**src/rtl/fifo_push_arbiter.sv**
```systemverilog
// rtl/fifo_push_arbiter.sv - round-robin burst arbiter for a FIFO push port
// Optional per-requester accepted-push counters: define FIFO_PUSH_ARBITER_STATS_EN.
module fifo_push_arbiter #(
   parameter int width     = 4,
   parameter int n_req     = 4,
   parameter int max_burst = 2
) (
   input  logic                     clk,
   input  logic                     rst_n,
   input  logic [n_req-1:0]         req,
   input  logic [n_req*width-1:0]   req_data,
   output logic [n_req-1:0]         gnt,
   input  logic                     fifo_full,
   output logic                     fifo_push,
   output logic [width-1:0]         fifo_write_data,
`ifdef FIFO_PUSH_ARBITER_STATS_EN
   output logic [n_req*16-1:0]      grant_cnt,
   input  logic                     stats_clear,
`endif
   output logic [$clog2(n_req)-1:0] owner
);

   localparam int OW = $clog2(n_req);

   typedef enum logic {IDLE, BURST} state_t;

   state_t          state_q, state_d;
   logic [OW-1:0]   owner_q, owner_d;
   logic [3:0]      burst_cnt_q, burst_cnt_d;
   logic [OW-1:0]   win, idx, grant_idx;
   logic            found, do_grant;

   // Decide who owns the push port this cycle and what the burst state becomes
   always_comb begin
      state_d     = state_q;
      owner_d     = owner_q;
      burst_cnt_d = burst_cnt_q;
      win         = owner_q;
      idx         = owner_q;
      found       = 1'b0;
      do_grant    = 1'b0;
      grant_idx   = owner_q;
      // Rotating priority: the requester just after the last owner comes first
      for (int k = 1; k <= n_req; k++) begin
         idx = OW'((int'(owner_q) + k) % n_req);
         if (!found && req[idx]) begin
            found = 1'b1;
            win   = idx;
         end
      end
      // A full FIFO freezes everything; gating on rst_n keeps outputs quiet in reset
      if (rst_n && !fifo_full) begin
         if (state_q == BURST && req[owner_q] && burst_cnt_q < 4'(max_burst)) begin
            do_grant    = 1'b1;
            grant_idx   = owner_q;
            burst_cnt_d = burst_cnt_q + 4'd1;
            state_d     = (burst_cnt_q + 4'd1 >= 4'(max_burst)) ? IDLE : BURST;
         end else if (found) begin
            // Owner dropped its request or no burst in progress: hand over at once
            do_grant    = 1'b1;
            grant_idx   = win;
            owner_d     = win;
            burst_cnt_d = 4'd1;
            state_d     = (max_burst > 1) ? BURST : IDLE;
         end else begin
            state_d = IDLE;
         end
      end
   end

   // One-hot grant and steering of the granted producer's data
   always_comb begin
      gnt             = '0;
      fifo_write_data = '0;
      for (int i = 0; i < n_req; i++) begin
         if (do_grant && grant_idx == OW'(i)) begin
            gnt[i]          = 1'b1;
            fifo_write_data = req_data[i*width +: width];
         end
      end
   end

   assign fifo_push = |gnt;
   assign owner     = owner_q;

   // Burst state machine; owner resets to the last index so requester 0 wins first
   always_ff @(posedge clk or negedge rst_n) begin
      if (!rst_n) begin
         state_q     <= IDLE;
         owner_q     <= OW'(n_req - 1);
         burst_cnt_q <= '0;
      end else begin
         state_q     <= state_d;
         owner_q     <= owner_d;
         burst_cnt_q <= burst_cnt_d;
      end
   end

`ifdef FIFO_PUSH_ARBITER_STATS_EN
   logic [n_req*16-1:0] grant_cnt_q, grant_cnt_d;

   // Saturating per-requester push counters; clear wins over increment
   always_comb begin
      grant_cnt_d = grant_cnt_q;
      for (int i = 0; i < n_req; i++) begin
         if (stats_clear) begin
            grant_cnt_d[i*16 +: 16] = 16'd0;
         end else if (gnt[i] && grant_cnt_q[i*16 +: 16] != 16'hFFFF) begin
            grant_cnt_d[i*16 +: 16] = grant_cnt_q[i*16 +: 16] + 16'd1;
         end
      end
   end

   // Counter storage
   always_ff @(posedge clk or negedge rst_n) begin
      if (!rst_n) begin
         grant_cnt_q <= '0;
      end else begin
         grant_cnt_q <= grant_cnt_d;
      end
   end

   assign grant_cnt = grant_cnt_q;
`endif

endmodule

```
**config.mk**
```make
export PLATFORM = sky130hd
export DESIGN_NAME = fifo_push_arbiter
export DESIGN_NICKNAME = d
export VERILOG_FILES = /design/src/rtl/fifo_push_arbiter.sv
export SDC_FILE = /design/constraint.sdc
export NUM_CORES = 1
export LEC_CHECK = 0
export BUFFER_PORTS_ARGS = -buffer_cell sky130_fd_sc_hd__clkbuf_2
export CAP_MARGIN = 30
export CORE_ASPECT_RATIO = 0.8
export CORE_MARGIN = 2
export CORE_UTILIZATION = 46
export CTS_CLUSTER_SIZE = 40
export DETAILED_ROUTE_END_ITERATION = 6
export PLACE_DENSITY = 0.8
export SYNTH_ARGS = -nofsm -noshare
export SYNTH_HDL_FRONTEND = slang
export SYNTH_SLANG_ARGS = --single-unit
```
**constraint.sdc**
```tcl
create_clock -name clk -period 4.3 [get_ports clk]
set_clock_uncertainty 0.05 [all_clocks]
set_input_delay 0.43 -clock clk [delete_from_list [all_inputs] [get_ports clk]]
set_output_delay 0.43 -clock clk [all_outputs]
set_load 0.1 [all_outputs]
```
==> results of run 1 <==
synth_stat cells (all sizes together), types with 2 or more instances:
library cell and count:
buf 3, nor2b 5, nand3 3, nor3 4, o221ai 4, o22ai 3, dfstp 2, nor3b 2
nand4 2, o211ai 4, nand2 6, and3b 2, nor2 8, dfrtp 5, a21oi 3, nand2b 2
mux2i 6, ha 2, inv 12, o21ai 6
where the power goes:
part | internal, mW | total [mW] | switching (mW) | leakage (nW)
combinational | 0.171 | 0.627 | 0.455 | 0.430
sequential | 0.0993 | 0.157 | 0.0576 | 0.0851
clock | 0.0352 | 0.0569 | 0.0217 | 0.0150
total | 0.306 | 0.840 | 0.535 | 0.530
critical path, stage by stage (launching register included):
cell       delay (ns)
dfstp_2          0.74
mux4_2           0.62
nand2_4          0.12
nand4_4          0.12
a2111oi_4        0.53
o21bai_2         0.17
o221ai_1         0.21
clkbuf_2         0.49
layer usage:
layer / up-vias / global-route usage
met1: 420 / 0.288
met3: 2 / 0.0643
met2: 39 / 0.336
li1: 449 / -
met5: - / 0
met4: 0 / 0.0211
area by class of cell:
cell class | count | area (sq um)
clock buffers | 4 | 26.3
fillers | 152 | 626
inverters | 12 | 45.0
multi-input cells | 77 | 591
flip-flops and latches | 7 | 178
well taps | 22 | 27.5
repair buffers | 35 | 183
path summary, 6_finish.rpt:
path / start / end / slack, ns / depth (start not counted)
worst max-delay path: owner[0] / fifo_write_data[0] / 0.56 / 7
worst min-delay path: state_q / state_q / 0.48 / 2
worst max register to register: owner[0] / owner[0] / 2.04 / 5
worst min register to register: state_q / state_q / 0.48 / 2
max in group asynchronous: rst_n / owner[0] / 3.44 / 2
min in group asynchronous: rst_n / burst_cnt_q[3] / 0.51 / 2
through the flow:
stage	utilization	setup WS (ns)	power, mW
CTS	0.627	0.568	0.842
global route	0.627	0.378	0.895
floorplan	-	-0.115	0.694
detailed placement	0.605	0.832	0.781
finish	0.627	0.563	0.840
global placement	0.605	0.934	0.764
cell families after synthesis:
| group | Yosys count | synth area share |
|---|---|---|
| buffers and inverters | 16 | 0.0836 |
| DFF | 7 | 0.212 |
| adders and majority gates | 2 | 0.0298 |
| and+or+nand+nor | 38 | 0.284 |
| AOI/OAI and AO/OA | 29 | 0.282 |
| muxes | 7 | 0.0985 |
| xor gates and xnor gates | 1 | 0.0104 |
flip-flops by register name, indices dropped and copies added (netlist names):
name / count
owner: 2
burst_cnt_q: 4
state_q: 1
==> results.md, run 1 <==
* Status: complete, no violations
* Cell Pwr Density at 801 nW/um^2
* Met3 WL at 147 um
* Metal2 WL at 1000 um
* Async S/R FF share, synth at 1.00
* Final setup vio count at 0
* Max Cap Viol at 0
* Maximum vdd drop at 0.557 mV
* Drt pass-1 iters at 4
* Layout Cells excl Fill at around 160
* Post-route ant nets at 0
* Dpl hpwl at between 1500 and 2000 um
* Finished Cell Area at 1050 sq um
* Total CTS buffers at 3
* Placed cells at 152
* Clock transition at path regs at 0.05 ns
* Share of layout cells above drive strength 1 at 0.363
* Worst-Skew Late Latency at roughly 0.25 ns
* Crit path capture type: output port
* # DRC at 0
* Hold/Removal Path Class: reg2reg
* Max Fanout on Critical Path at 18
* Cell area after synthesis at about 840 sq um
* Sequential fraction of the synthesis area at 0.212
* Num ports at 34
* Routed Wire Length at 2050 um
* Cell area after placement at 1010 sq um
* Uppermost layer routed: met4
* Critical Path RT at between 3 and 4 ns
* Site Rows at 13
* TritonCTS clock tree: built
* Synth cell types at 43
* Final critical-path share of the clock period at 0.869
* CTS root buf: clkbuf_4
* Setup bufs post-CTS at 0
* Per-cell routed wire length at 13.1 um
* Core area at between 1500 and 2000 sq um
* Final Hold Fails at 0
* Syn Area/Cell at 8.38 sq um
* Die X at 51.7 um
* Yosys top cell by area: dfrtp_1
* Final Critical Period at around 3.7 ns
* Share of the synthesized area in the top cell type at 0.149
* Fmax at 268 MHz
* Commonest non-fill, non-tap cell in the layout: clkbuf_2
* Final Wtd Congestion at 0.843
* Via count at 910
* Final #Nets at approximately 160
* Crit path kind: reg2out
* Post-CTS Hold Fix Bufs at 1
* Number of flops mapped to enable cells by yosys at 0
* Unrepaired setup endpoints after global routing: no
* Starting Density at 0.500
* Antenna Cells at 0
* Met1 wire length at slightly below 900 um
* Post-CTS sizing at 0
* Die height at 42.2 um
* Yosys warnings at 0
* Syn nets at between 100 and 150
* First-pass GRT wire length at around 3500 um
* Via-to-Cell Ratio at 5.80
* 1st-iter DRT viols at 30
* Slew HR at 0.638
* Die area at 2180 sq um
* Clock tree buffer depth at 2
* Hold WS at 0.480 ns
* Commonest non-fill, non-tap cells in the layout: clkbuf_2 (33), inv_1 (10), nor2_1 (8)
* Total GRT Usage at 0.210
* Largest net degree at the start of global routing at 19
* Final TNS setup at 0 ns
* Total grt overflow at 0
* Post-synth top flop: dfrtp_1
* Slew at the pin closest to its max-slew limit at 0.546 ns
* Synth area leaders: dfrtp_1 (15%), mux2i_1 (7.2%), dfstp_2 (6.3%)
* Number of synthesized register bits at 7
* CP Launch Type: flip-flop
* Post-Syn Instances at 100
* Htree depth at 1
* Port bufs at 33
* WP data arrival at approximately 3.3 ns
* Area growth syn-to-layout at 25.2%
* P_leak at 0.530 nW
* Pins Over Slew Limit at 0
* Number of global-route vias before repair at around 840
* Initial antenna violation count at 0
* Clock sink total at 7
(Power assumes the default switching activity.)
==> inputs of run 2 (changes only) <==
==> constraint.sdc (replaced) <==
create_clock -name clk -period 3.7 [get_ports clk]
set_clock_uncertainty 0.05 [all_clocks]
set_input_delay 0.37 -clock clk [delete_from_list [all_inputs] [get_ports clk]]
set_output_delay 0.37 -clock clk [all_outputs]
set_load 0.1 [all_outputs]
==> results.md, run 2 (synthesis results as in run 1) <==
* Critical Path RT at 3.28 ns
* Fmax at between 200 and 300 MHz
* CTS root buf: clkbuf_4
* Starting Density at 0.500
* Htree depth at 1
* Pins Over Slew Limit at 0
* Routed Wire Length at 2350 um
* Per-cell routed wire length at 15.0 um
* Crit path capture type: output port
* Antenna Cells at 0
* Max reg flops at 4
* Worst Setup EP: fifo_write_data[1]
* TritonCTS clock tree: built
* Unrepaired setup endpoints after global routing: no
* Final Critical Period at ~3.6 ns
* Combinational fraction of design power at 0.755
* Clock tree buffer depth at 2
* Biggest register: burst_cnt_q
* Total GRT Usage at 0.223
* Final worst slack at 0.142 ns
* Filler Cells Inserted at 133
* Worst r2r src: owner[0]
* Die X at 51.7 um
* R2R cell count at 6
* Slew HR at 0.624
* Hold/Removal Path Class: in2reg
* Commonest non-fill, non-tap cells in the layout: clkbuf_2 (27), inv_1 (10), nor2_1 (7)
* Final Hold Fails at 0
* Via count at ~930
* Clock transition at path regs at 0.05 ns
* Worst-Skew Late Latency at around 0.26 ns
* Share of layout cells above drive strength 1 at 0.400
* Site Rows at 13
* Cell Pwr Density at 931 nW/um^2
* Flop pwr share at 0.176
* R2R Path End: owner[1]
* Total CTS buffers at 3
* Slew at the pin closest to its max-slew limit at approximately 0.56 ns
* Final setup vio count at 0
* Largest net degree at the start of global routing at 19
* Crit path kind: reg2out
* Worst setup path start: owner[0]
* Num ports at 34
* Die height at 42.2 um
* Post-route ant nets at 0
* Commonest non-fill, non-tap cell in the layout: clkbuf_2
* Sw Share at 0.622
* P_leak at 0.545 nW
* Maximum vdd drop at 0.679 mV
* First-pass GRT wire length at 3740 um
* # DRC at 0
* Total grt overflow at 0
* Die area at approximately 2200 sq um
* Max Cap Viol at 0
* Pint at 394 uW
* Port bufs at 33
* Final critical-path share of the clock period at 0.962
* CP Launch Type: flip-flop
* Pwr Total at 1.04 mW
* Area growth syn-to-layout at 33.7%
* WP data arrival at approximately 3.1 ns
* Pre-CTS WS at 0.383 ns
* Final #Nets at between 150 and 200
* Final Wtd Congestion at 0.792
* Via-to-Cell Ratio at 5.90
* Power share of the clock group at 0.069
* Dpl hpwl at 1920 um
* Number of global-route vias before repair at 888
* Initial antenna violation count at 0
* Status: complete, no violations
* Core area at 1680 sq um
* Setup bufs post-CTS at 0
* R2R setup slack at 1.50 ns
* Clock sink total at 7
* Max Fanout on Critical Path at 18
* Net switching power at approximately 650 uW
* Drt pass-1 iters at 4
* 1st-iter DRT viols at 25
* Final TNS setup at 0 ns
## run 2: cell types whose count changed in the layout (fill, tap and decap cells not counted)
cell	delta
nor2_2	+1
dfstp_2	-1
dfstp_4	+1
o221ai_2	+4
nor2_1	-1
clkbuf_2	-6
o221ai_1	-4
buf_4	+4
buf_12	+2
## run 2: critical path, stage by stage, from the launching register on
cell and delay (ns):
dfstp_4 0.73, mux4_2 0.61, nand2_4 0.12, nand4_4 0.12, a2111oi_4 0.54, o21bai_2 0.21, o221ai_2 0.22, buf_4 0.32
## run 2: layer usage
layer | track usage | up-vias | part of all wire
met2 | 0.405 | 30 | 0.54
met1 | 0.254 | 446 | 0.41
met5 | 0 | - | 0
met3 | 0.0357 | 5 | 0.039
met4 | 0.0947 | 0 | 0.015
li1 | - | 446 | -
## run 2: power by group through the flow
stage | registers (mW) | logic (mW) | clock network [mW]
6_report | 0.184 | 0.787 | 0.0722
4_1_cts | 0.179 | 0.785 | 0.0756
3_5_place_dp | 0.181 | 0.783 | 0
3_3_place_gp | 0.177 | 0.761 | 0
5_1_grt | 0.192 | 0.825 | 0.0785
2_1_floorplan | 0.221 | 0.604 | 0
## run 2: repair_timing
item / CTS / global route
endpoints found under the setup margin: 0 / 5
gates resized for setup: 0 / 1
endpoints found under the hold margin: 5 / 0
hold buffers: 1 / 0
## run 2: how the worst min path moves through the flow
| stage | startpoint | to | cells past startpoint |
|---|---|---|---|
| 2_1_floorplan | rst_n | burst_cnt_q[0] | 0 |
| 3_3_place_gp | rst_n | burst_cnt_q[0] | 1 |
| 3_5_place_dp | rst_n | burst_cnt_q[0] | 1 |
| 4_1_cts | rst_n | burst_cnt_q[0] | 2 |
| 5_1_grt | rst_n | burst_cnt_q[0] | 2 |
| 6_report | fifo_full | burst_cnt_q[1] | 4 |
## run 2: area by class of cell
cell class	instances	area (sq um)	share of cell area
Clock buffer	4	26.3	0.0234
Inverter	12	45.0	0.0402
Multi-Input combinational cell	77	618	0.551
Sequential cell	7	181	0.162
Tap cell	22	27.5	0.0246
Timing Repair Buffer	35	223	0.199
## run 2: per-stage QoR
stage	hold slack, ns	instance area (sq um)	utilization	std cells
finish	0.448	1120	0.669	157
global route	0.452	1120	0.669	157
CTS	0.432	1120	0.667	157
detailed placement	0.176	1080	0.645	152
global placement	0.172	1080	0.645	152
floorplan	0.0244	866	-	100
==> inputs of run 3 (changes only) <==
--- a/config.mk
+++ b/config.mk
@@ -12,7 +12,7 @@
 export CORE_UTILIZATION = 46
 export CTS_CLUSTER_SIZE = 40
 export DETAILED_ROUTE_END_ITERATION = 6
-export PLACE_DENSITY = 0.8
+export PLACE_DENSITY = 0.73
 export SYNTH_ARGS = -nofsm -noshare
 export SYNTH_HDL_FRONTEND = slang
 export SYNTH_SLANG_ARGS = --single-unit
==> results.md, run 3 (synthesis results as in run 1) <==
* CP peak stage delay at 0.74 ns
* Final Critical Period at 3.55 ns
* Worst-Skew Late Latency at 0.26 ns
* Pre-CTS WS at around 0.43 ns
* Largest net degree at the start of global routing at 19
* Via-to-Cell Ratio at 5.65
* Per-cell routed wire length at ~13 um
* Num ports at 34
* Clock transition at path regs at roughly 0.05 ns
* Final Hold Fails at 0
* Unrepaired setup endpoints after global routing: no
* Routed Wire Length at 2030 um
* Number of global-route vias before repair at 795
* Maximum vdd drop at 0.501 mV
* Post-CTS sizing at 0
* Slew at the pin closest to its max-slew limit at 0.554 ns
* TritonCTS clock tree: built
* Final #Nets at 161
* Clock tree buffer depth at 2
* Share of layout cells above drive strength 1 at 0.400
* Final worst slack at 0.154 ns
* Max Fanout on Critical Path at 18
* Hold/Removal Path Class: in2reg
* CP Launch Type: flip-flop
* Antenna Cells at 0
* Setup bufs post-CTS at 0
* Post-route ant nets at 0
* Critical Path RT at 3.28 ns
* Total grt overflow at 0
* Crit path kind: reg2out
* Die area at 2180 sq um
* Core area at approximately 1700 sq um
* Status: complete, no violations
* Commonest non-fill, non-tap cells in the layout: clkbuf_2 (27), inv_1 (10), nor2_1 (7)
* Pwr Total at 1.08 mW
* First-pass GRT wire length at between 3000 and 4000 um
* Initial antenna violation count at 0
* Filler Cells Inserted at around 140
* Die X at a little over 50 um
* Drt pass-1 iters at 4
* Max reg flops at 4
* # DRC at 0
* Htree depth at 1
* Starting Density at 0.500
* CTS root buf: clkbuf_4
* Crit-path cells: mux4_2, nand2_4, nand4_4, a2111oi_4, o21bai_2, inv_1, clkbuf_2
* Total GRT Usage at 0.205
* Die height at 42.2 um
* Cell Pwr Density at 923 nW/um^2
* 1st-iter DRT viols at 17
* Final Wtd Congestion at slightly above 0.8
* Final critical-path share of the clock period at 0.958
* Via count at 887
* Dpl hpwl at ~1700 um
* Crit path capture type: output port
* Post-CTS Hold Fix Bufs at 1
* Max Cap Viol at 0
* Slew HR at 0.632
* Area growth syn-to-layout at 39.3%
* P_leak at 0.557 nW
* Biggest register: burst_cnt_q
* WP data arrival at 3.13 ns
* Site Rows at 13
* Fmax at 282 MHz
* Pins Over Slew Limit at 0
* Slowest CP cell: dfstp_2
* Total CTS buffers at 3
* Clock sink total at 7
* Commonest non-fill, non-tap cell in the layout: clkbuf_2
* Final setup vio count at 0
* Port bufs at 33
run 3: cell counts in the layout (fill, tap and decap cells not counted):
No cell type changed its count.
run 3: worst max-delay path, delay by kind of cell, from the launching register on:
kind | cells | cell delay, ns
buffers and inverters | 2 | 0.53
AOI/OAI and AO/OA | 2 | 0.74
muxes | 1 | 0.62
DFF | 1 | 0.74
and+or+nand+nor | 2 | 0.24
run 3: per-stage QoR:
stage               cell area [sq um]  setup TNS [ns]  instances  hold WS [ns]   util
finish                           1170               0        157         0.422  0.697
global route                     1170               0        157         0.463  0.697
CTS                              1170               0        157         0.419  0.697
detailed placement               1130               0        152         0.180  0.675
global placement                 1130               0        152         0.176  0.675
floorplan                         866          -0.898        100        0.0244      -
run 3: final timing paths:
| kind | start | end | slack, ns | cells past startpoint |
|---|---|---|---|---|
| max | owner[0] | gnt[2] | 0.15 | 7 |
| min | fifo_full | burst_cnt_q[1] | 0.42 | 4 |
| max reg2reg | owner[0] | owner[1] | 1.31 | 6 |
| min reg2reg | state_q | state_q | 0.44 | 2 |
| max in group asynchronous | rst_n | owner[1] | 2.91 | 2 |
| min in group asynchronous | rst_n | burst_cnt_q[0] | 0.45 | 2 |
run 3: routing by layer:
layer | global-route usage | up-vias | part of all wire
li1 | - | 447 | -
met1 | 0.300 | 407 | 0.47
met2 | 0.313 | 33 | 0.47
met3 | 0.0536 | 0 | 0.063
met4 | 0.0158 | 0 | 0
met5 | 0 | - | 0
run 3: final cells by class:
cell class              instances  area (sq um)  area share
clock buffers                   4          26.3      0.0225
inverters                      12          45.0      0.0386
multi-input cells              77           618       0.529
flip-flops and latches          7           178       0.152
well taps                      22          27.5      0.0236
repair buffers                 35           273       0.234
run 3: where the power goes:
| part | internal [mW] | leakage (nW) | total [mW] | switching, mW |
|---|---|---|---|---|
| Combinational | 0.279 | 0.457 | 0.825 | 0.546 |
| Sequential | 0.115 | 0.0851 | 0.180 | 0.0650 |
| Clock | 0.0413 | 0.0150 | 0.0717 | 0.0304 |
| Total | 0.436 | 0.557 | 1.08 | 0.641 |
